### src/rtl/onewire_master_if.sv
// Command/response and pad bundle for the byte-level 1-Wire initiator.
//
// Handshake: a command transfers on a rising clk_2m4 edge where both
// cmd_valid and cmd_ready are high. cmd_ready is high only while the engine
// is idle, so cmd_valid raised while busy is dropped (never queued).
// rsp_valid is a single-cycle pulse with no back-pressure; rsp_rdata,
// rsp_presence and rsp_err are stable while it is high and hold afterwards.
// Pad: dq_ena=1 pulls DQ low, dq_ena=0 releases it; dq_out is always 0.
interface onewire_master_if;
  logic       cmd_valid;
  logic       cmd_ready;
  logic [1:0] cmd_op;
  logic [7:0] cmd_wdata;
  logic       rsp_valid;
  logic [7:0] rsp_rdata;
  logic       rsp_presence;
  logic       rsp_err;
  logic       busy;
  logic       dq_in;
  logic       dq_out;
  logic       dq_ena;

  // View of the 1-Wire initiator itself.
  modport master (
    input  cmd_valid, cmd_op, cmd_wdata, dq_in,
    output cmd_ready, rsp_valid, rsp_rdata, rsp_presence, rsp_err, busy,
    output dq_out, dq_ena
  );

  // View of the host issuing commands and of the pad/bus side.
  modport slave (
    output cmd_valid, cmd_op, cmd_wdata, dq_in,
    input  cmd_ready, rsp_valid, rsp_rdata, rsp_presence, rsp_err, busy,
    input  dq_out, dq_ena
  );
endinterface

### src/rtl/onewire_master.sv
// Byte-level 1-Wire bus initiator running from the 2.4 MHz system clock.
// Generates reset/presence, write-byte and read-byte sequences (LSB first)
// on an open-drain DQ pad. All timing parameters are in clk_2m4 cycles.
module onewire_master #(
  parameter int unsigned T_RSTL = 1152, // reset low time
  parameter int unsigned T_PDS  = 168,  // presence sample point after release
  parameter int unsigned T_RSTH = 1152, // recovery after reset low
  parameter int unsigned T_LOW1 = 14,   // low time for write-1 / read slots
  parameter int unsigned T_LOW0 = 144,  // low time for write-0 slots
  parameter int unsigned T_SAMP = 36,   // read sample point from slot start
  parameter int unsigned T_SLOT = 168   // full slot length
) (
  input  logic                    clk_2m4,
  input  logic                    owpo_rstn,
  onewire_master_if.master        bus,
  output logic [2:0]              state_o
);

  typedef enum logic [2:0] {
    ST_IDLE      = 3'd0,
    ST_RST_LOW   = 3'd1,
    ST_RST_WAIT  = 3'd2,
    ST_SLOT_LOW  = 3'd3,
    ST_SLOT_HIGH = 3'd4,
    ST_DONE      = 3'd5
  } state_e;

  localparam logic [1:0] OP_RESET   = 2'b00;
  localparam logic [1:0] OP_WRITE   = 2'b01;
  localparam logic [1:0] OP_READ    = 2'b10;
  localparam logic [1:0] OP_ILLEGAL = 2'b11;

  // Terminal counts: cnt_q equals these on the last cycle of each interval.
  localparam logic [10:0] RSTL_END = 11'(T_RSTL - 1);
  localparam logic [10:0] PDS_END  = 11'(T_PDS - 1);
  localparam logic [10:0] RSTH_END = 11'(T_RSTH - 1);
  localparam logic [10:0] LOW1_END = 11'(T_LOW1 - 1);
  localparam logic [10:0] LOW0_END = 11'(T_LOW0 - 1);
  localparam logic [10:0] SAMP_END = 11'(T_SAMP - 1);
  localparam logic [10:0] SLOT_END = 11'(T_SLOT - 1);

  state_e      state_q;
  logic [10:0] cnt_q;
  logic [2:0]  bitn_q;
  logic [7:0]  sr_q;
  logic [1:0]  op_q;
  logic        presence_q;
  logic        err_q;
  logic        dq_meta_q;
  logic        dq_s_q;
  logic        dq_ena_q;
  logic        rsp_valid_q;
  logic [7:0]  rsp_rdata_q;
  logic        rsp_presence_q;
  logic        rsp_err_q;

  logic        accept;
  logic [10:0] low_end_d;

  assign accept = bus.cmd_valid && (state_q == ST_IDLE);

  // A write-0 holds the bus low for the long interval; write-1 and read
  // slots only give the short start pulse.
  assign low_end_d = ((op_q == OP_WRITE) && !sr_q[0]) ? LOW0_END : LOW1_END;

  // Two-flop synchronizer for the asynchronous pad input; idle bus is high.
  always_ff @(posedge clk_2m4) begin
    if (!owpo_rstn) begin
      dq_meta_q <= 1'b1;
      dq_s_q    <= 1'b1;
    end else begin
      dq_meta_q <= bus.dq_in;
      dq_s_q    <= dq_meta_q;
    end
  end

  // Sequencer: state, counters, shift register and registered outputs.
  always_ff @(posedge clk_2m4) begin
    if (!owpo_rstn) begin
      state_q        <= ST_IDLE;
      cnt_q          <= '0;
      bitn_q         <= '0;
      sr_q           <= '0;
      op_q           <= OP_RESET;
      presence_q     <= 1'b0;
      err_q          <= 1'b0;
      dq_ena_q       <= 1'b0;
      rsp_valid_q    <= 1'b0;
      rsp_rdata_q    <= '0;
      rsp_presence_q <= 1'b0;
      rsp_err_q      <= 1'b0;
    end else begin
      cnt_q       <= cnt_q + 11'd1;
      rsp_valid_q <= 1'b0;
      // The pad follows the low-driving states one cycle later.
      dq_ena_q    <= (state_q == ST_RST_LOW) || (state_q == ST_SLOT_LOW);

      case (state_q)
        ST_IDLE: begin
          if (accept) begin
            op_q       <= bus.cmd_op;
            sr_q       <= bus.cmd_wdata;
            cnt_q      <= '0;
            bitn_q     <= '0;
            presence_q <= 1'b0;
            err_q      <= (bus.cmd_op == OP_ILLEGAL);
            case (bus.cmd_op)
              OP_RESET:          state_q <= ST_RST_LOW;
              OP_WRITE, OP_READ: state_q <= ST_SLOT_LOW;
              default:           state_q <= ST_DONE;
            endcase
          end
        end

        ST_RST_LOW: begin
          if (cnt_q == RSTL_END) begin
            state_q <= ST_RST_WAIT;
            cnt_q   <= '0;
          end
        end

        ST_RST_WAIT: begin
          if (cnt_q == PDS_END) begin
            presence_q <= ~dq_s_q;
          end
          if (cnt_q == RSTH_END) begin
            // Anything still holding DQ low at the end of recovery is a fault.
            err_q   <= ~dq_s_q;
            state_q <= ST_DONE;
            cnt_q   <= '0;
          end
        end

        ST_SLOT_LOW: begin
          // cnt_q keeps running: sample and slot-end points are measured
          // from the start of the slot, not from the release.
          if (cnt_q == low_end_d) begin
            state_q <= ST_SLOT_HIGH;
          end
        end

        ST_SLOT_HIGH: begin
          if ((op_q == OP_READ) && (cnt_q == SAMP_END)) begin
            sr_q <= {dq_s_q, sr_q[7:1]};
          end
          if (cnt_q == SLOT_END) begin
            if (op_q == OP_WRITE) begin
              sr_q <= {1'b0, sr_q[7:1]};
            end
            cnt_q <= '0;
            if (bitn_q == 3'd7) begin
              state_q <= ST_DONE;
            end else begin
              bitn_q  <= bitn_q + 3'd1;
              state_q <= ST_SLOT_LOW;
            end
          end
        end

        ST_DONE: begin
          rsp_valid_q    <= 1'b1;
          rsp_presence_q <= presence_q;
          rsp_err_q      <= err_q;
          if (op_q == OP_READ) begin
            rsp_rdata_q <= sr_q;
          end
          cnt_q   <= '0;
          state_q <= ST_IDLE;
        end

        default: begin
          state_q <= ST_IDLE;
          cnt_q   <= '0;
        end
      endcase
    end
  end

  assign bus.cmd_ready    = (state_q == ST_IDLE);
  assign bus.busy         = (state_q != ST_IDLE);
  assign bus.dq_out       = 1'b0;
  assign bus.dq_ena       = dq_ena_q;
  assign bus.rsp_valid    = rsp_valid_q;
  assign bus.rsp_rdata    = rsp_rdata_q;
  assign bus.rsp_presence = rsp_presence_q;
  assign bus.rsp_err      = rsp_err_q;
  assign state_o          = state_q;

endmodule

### src/flat_wrapper.sv
// flat-port wrapper written by rule: the top's interface ports become plain ports
module onewire_master_flat 
#(
  parameter int unsigned T_RSTL = 1152,                  
  parameter int unsigned T_PDS  = 168,                                        
  parameter int unsigned T_RSTH = 1152,                            
  parameter int unsigned T_LOW1 = 14,                                       
  parameter int unsigned T_LOW0 = 144,                               
  parameter int unsigned T_SAMP = 36,                                       
  parameter int unsigned T_SLOT = 168                      
)
  (clk_2m4, owpo_rstn, state_o, bus_cmd_valid, bus_cmd_op, bus_cmd_wdata, bus_dq_in, bus_cmd_ready, bus_rsp_valid, bus_rsp_rdata, bus_rsp_presence, bus_rsp_err, bus_busy, bus_dq_out, bus_dq_ena);
  onewire_master_if bus_i ();
  input  logic clk_2m4;
  input  logic owpo_rstn;
  output logic [2:0] state_o;
  input wire logic [$bits(bus_i.cmd_valid)-1:0] bus_cmd_valid;
  input wire logic [$bits(bus_i.cmd_op)-1:0] bus_cmd_op;
  input wire logic [$bits(bus_i.cmd_wdata)-1:0] bus_cmd_wdata;
  input wire logic [$bits(bus_i.dq_in)-1:0] bus_dq_in;
  output wire logic [$bits(bus_i.cmd_ready)-1:0] bus_cmd_ready;
  output wire logic [$bits(bus_i.rsp_valid)-1:0] bus_rsp_valid;
  output wire logic [$bits(bus_i.rsp_rdata)-1:0] bus_rsp_rdata;
  output wire logic [$bits(bus_i.rsp_presence)-1:0] bus_rsp_presence;
  output wire logic [$bits(bus_i.rsp_err)-1:0] bus_rsp_err;
  output wire logic [$bits(bus_i.busy)-1:0] bus_busy;
  output wire logic [$bits(bus_i.dq_out)-1:0] bus_dq_out;
  output wire logic [$bits(bus_i.dq_ena)-1:0] bus_dq_ena;
  assign bus_i.cmd_valid = bus_cmd_valid;
  assign bus_i.cmd_op = bus_cmd_op;
  assign bus_i.cmd_wdata = bus_cmd_wdata;
  assign bus_i.dq_in = bus_dq_in;
  assign bus_cmd_ready = bus_i.cmd_ready;
  assign bus_rsp_valid = bus_i.rsp_valid;
  assign bus_rsp_rdata = bus_i.rsp_rdata;
  assign bus_rsp_presence = bus_i.rsp_presence;
  assign bus_rsp_err = bus_i.rsp_err;
  assign bus_busy = bus_i.busy;
  assign bus_dq_out = bus_i.dq_out;
  assign bus_dq_ena = bus_i.dq_ena;
  onewire_master #(.T_RSTL(T_RSTL), .T_PDS(T_PDS), .T_RSTH(T_RSTH), .T_LOW1(T_LOW1), .T_LOW0(T_LOW0), .T_SAMP(T_SAMP), .T_SLOT(T_SLOT)) u_core (.clk_2m4(clk_2m4), .owpo_rstn(owpo_rstn), .bus(bus_i), .state_o(state_o));
endmodule
### config.mk
export PLATFORM = sky130hd
export DESIGN_NAME = onewire_master_flat
export DESIGN_NICKNAME = d
export VERILOG_FILES = /design/src/rtl/onewire_master_if.sv /design/src/rtl/onewire_master.sv /design/src/flat_wrapper.sv
export SDC_FILE = /design/constraint.sdc
export NUM_CORES = 1
export LEC_CHECK = 0
export CAP_MARGIN = 20
export CORE_MARGIN = 4
export CORE_UTILIZATION = 54
export CTS_CLUSTER_DIAMETER = 40
export CTS_CLUSTER_SIZE = 20
export DETAILED_ROUTE_END_ITERATION = 7
export PLACE_DENSITY = 0.8
export SYNTH_ARGS = -nofsm -noshare
export SYNTH_HDL_FRONTEND = slang
export SYNTH_SLANG_ARGS = --single-unit
### constraint.sdc
create_clock -name clk_2m4 -period 1.8 [get_ports clk_2m4]
set_input_delay 0.27 -clock clk_2m4 [delete_from_list [all_inputs] [get_ports clk_2m4]]
set_output_delay 0.27 -clock clk_2m4 [all_outputs]
set_load 0.005 [all_outputs]
==> out/results.txt <==
The tools report the post-synthesis net count as 248. By area, the combinational part of the netlist is dominated by simple AND/OR/NAND/NOR gates. The basic-gate share of the synthesized area counting and, or, nand and nor cells was 0.224. The cell area after synthesis is 0.00217 mm^2, and the per-cell routed wire length is 14.3 um. The run finished with clean final reports. After synthesis, the mean cell area works out to 9.48 um^2. The number of slew-limit violations in the final report is 0, and the largest stage delay on the critical path is 340 ps. The tools report the kind of start point of the critical path as a register.

The repair_antennas step left the layout with diodes totalling 0. The die covers 0.00510 mm^2. Across all layers, the routed design uses 1805 vias. The ratio of cells with drive above 1 in the final layout works out to 0.224. Total power divided by cell area: 1140 mW/mm^2. TritonCTS built the clock tree. Traced cell by cell, the critical path runs through buf_4 -> nor4_4 -> buf_4 -> and2_1 -> nand3_1 -> a211o_1 -> a21oi_1.

The number of violations of the max-capacitance limit came out at 0. The run gives 1980 ps as the worst endpoint data arrival time. The worst setup path is captured at a register. Summed over all layers, the routed wires come to 4650 um. Measured along the x axis, the die boundary spans 71.4 um. On the final layout, the worst clock skew is 8.40 ps. Based on the critical path, the design can be clocked at up to 574 MHz. For the largest net degree at the start of global routing, the log shows 13.

In this run the static leakage power is 1.11 nW. The adder and majority cell fraction of the synthesized area works out to 0.0288. The maximum number of buffers from clock root to sink was 2; the detail-routed via count per cell was 5.55. The run gives 229 as the cell count after synthesis. In this run the worst hold path is classified as register to register.

Synthesized-area fraction occupied by xor and xnor cells: 0.0363. The tools report the root buffer cell as clkbuf_8. In this run the remaining antenna-violating nets after routing total 0. The logs give 2 for the number of H-tree levels and 0.193 for the global-route usage over all layers.

The run gives 0.000624 V as the peak ir drop on the vdd network. The slowest stage of the critical path is the dfxtp_2 cell. Final-report hold violation count: 0. The final weighted congestion in routability-driven placement was 0.895; the share of synthesized flip-flops with an asynchronous set or reset was 0. In the routed design, unresolved DRC markers number 0. The number of global-route vias before repair was 1693.

The initial antenna violation count is 0. The part of the cycle the worst path needs came out at 0.968. In this run the tool buffered the top-level ports with 30 buffer cells. The setup path with the least slack is of type register to register. The mux contribution to synthesized area works out to 0.102. Of all nets on the critical path, the largest fanout is 3.

From synthesis to final layout, the design area changed by 27.8%. The netlist uses 57 different library cells. The synthesis warning total came out at 0. The number of synthesized register bits works out to 43. The pre-antenna-repair detailed-routing pass consisted of 4 iterations. Yosys mapped a number of flops with a built-in enable equal to 0. In this run, post-CTS hold repair placed 0 buffers.

The clock slew seen by the registers of the worst setup and hold paths works out to 80 ps. Final design utilization: 0.736. After global routing the overflow that remains totals 0. Setup repair after global routing could not meet its margin everywhere.

The run gives 3480 um as the HPWL after detailed placement. The required time reported for the critical path endpoint was 2030 ps. The net count of the finished layout was 296. In the synthesized netlist the dominant register cell turns out to be dfxtp_1. The effective utilization at floorplan was 0.576.

For the part of the Yosys area used for sequential elements, the log shows 0.397. The first global-routing pass estimated 7830 um of wire. Together, buffers and inverters on the worst path number 2.

Counting I/O delays and the setup requirement, the final critical path takes 1740 ps. By instance count, the cell type seen most on the critical path is buf_4. The total number of clock tree sinks is 43. The y dimension of the die came out at 71.4 um. For the clock insertion delay at the later pin of the skew report, the log shows 290 ps. The placement row count came out at 22. The run gives 0.00377 mm^2 as the area of the core region.

Clock tree synthesis inserted a total of 5 buffers. Setup violations remaining at the end of the flow were counted as 0. The kind of cell with the highest combined delay on the critical path is simple AND/OR/NAND/NOR gates. In the final timing run, aggregate negative setup slack is 0 ps. In this run, the number of DRC markers left after iteration 0 of detailed routing was 134. The share of the synthesized area in compound gates (AO/OA/AOI/OAI) was 0.159. The run gives 32 as the total I/O pin count.
[final timing paths]
path | from | endpoint | slack, ps | cells after the start
setup reg to reg | u_core.cnt_q[10]$_SDFF_PN0_ | u_core.presence_q$_SDFFE_PN0P_ | 60 | 7
hold reg to reg | u_core.dq_meta_q$_SDFF_PN1_ | u_core.dq_s_q$_SDFF_PN1_ | 420 | 1
setup / recovery | u_core.cnt_q[10]$_SDFF_PN0_ | u_core.presence_q$_SDFFE_PN0P_ | 60 | 7
hold / removal | u_core.dq_meta_q$_SDFF_PN1_ | u_core.dq_s_q$_SDFF_PN1_ | 420 | 1
[timing repair]
item / CTS / global route
endpoints found under the setup margin: 2 / 29
pin swaps: 1 / 4
buffers inserted: 1 / 0
gates resized for setup: 1 / 12
[power breakdown]
| group | total, mW | leakage [nW] | internal [mW] | switching [mW] |
|---|---|---|---|---|
| Combinational | 1.26 | 0.710 | 0.662 | 0.600 |
| Clock | 0.618 | 0.0470 | 0.301 | 0.317 |
| Sequential | 1.29 | 0.352 | 1.11 | 0.180 |
| Total | 3.17 | 1.11 | 2.08 | 1.10 |
[placed cells by master, fill, tap and decap left out, drive strengths merged, types with 4 or more instances in the layout]
master,instances
ha,5
xnor2,5
clkdlybuf4s50,29
clkbuf,6
nand3,10
inv,6
o21ai,5
nand2,15
xor2,4
a21oi,15
and2,4
o221ai,7
buf,25
nor2,29
mux2i,21
dfxtp,43
[final cells by class]
class / count / area (um^2)
Clock buffer: 6 / 82.6
Clock inverter: 1 / 5.00
Fill cell: 287 / 996
Inverter: 7 / 26.3
Multi-Input combinational cell: 165 / 1230
Sequential cell: 43 / 867
Tap cell: 48 / 60.1
Timing Repair Buffer: 55 / 503
[metrics by stage]
stage / power (mW) / worst slack, ps / hold WS [ps] / std cells / area (um^2)
6_report: 3.17 / 57.5 / 416 / 325 / 2780
4_1_cts: 3.16 / 33.6 / 415 / 325 / 2740
3_3_place_gp: 2.47 / -39.6 / 388 / 317 / 2640
5_1_grt: 3.37 / -9.33 / 445 / 325 / 2780
3_5_place_dp: 2.50 / -91.2 / 399 / 317 / 2640
2_1_floorplan: 2.03 / 123 / 371 / 229 / 2170
[synth_stat cells (2+ instances only)]
master | n | area [um^2]
nand4_1 | 3 | 18.8
dfxtp_1 | 43 | 861
nand2b_1 | 3 | 18.8
o221ai_1 | 7 | 61.3
nand2_1 | 15 | 56.3
and2_1 | 4 | 25.0
buf_4 | 4 | 30.0
inv_1 | 6 | 22.5
mux2i_1 | 21 | 210
nor2_2 | 9 | 56.3
o21ai_0 | 3 | 15.0
nor2_1 | 19 | 71.3
o2bb2ai_1 | 2 | 17.5
buf_6 | 2 | 22.5
nor3_2 | 2 | 20.0
or3_1 | 2 | 12.5
nand3_1 | 10 | 50.1
xnor2_1 | 5 | 43.8
xor2_1 | 4 | 35.0
buf_2 | 4 | 20.0
o21ai_2 | 2 | 17.5
nor3b_1 | 2 | 15.0
a21oi_1 | 14 | 70.1
clkbuf_1 | 4 | 15.0
ha_1 | 5 | 62.6
a211o_1 | 3 | 26.3
[state kept, by name, indices dropped and copies added (netlist names), 2 cells and up]
register and flops:
u_core.op_q 2, u_core.cnt_q 11, u_core.bitn_q 3, u_core.bus.rsp_rdata 8, u_core.sr_q 8, u_core.state_o 3
[worst reg2reg max path, cell delays in order (launching register included)]
cell,delay (ps)
dfxtp_2,340
buf_4,140
nor4_4,290
buf_4,190
and2_1,170
nand3_1,140
a211o_1,290
a21oi_1,130
[routing by layer]
layer / GRT usage / share of wire / up-vias
li1: - / - / 914
met4: 0.0689 / 0.015 / 0
met1: 0.257 / 0.47 / 852
met3: 0.0351 / 0.037 / 5
met5: 0 / 0 / -
met2: 0.312 / 0.47 / 34
[logic make-up after synthesis]
group | after synthesis
and+or+nand+nor | 83
AOI/OAI and AO/OA | 45
DFF | 43
muxes | 22
buffers and inverters | 21
xor gates and xnor gates | 9
adders and majority gates | 5
other | 1
(Power assumes the default switching activity.)
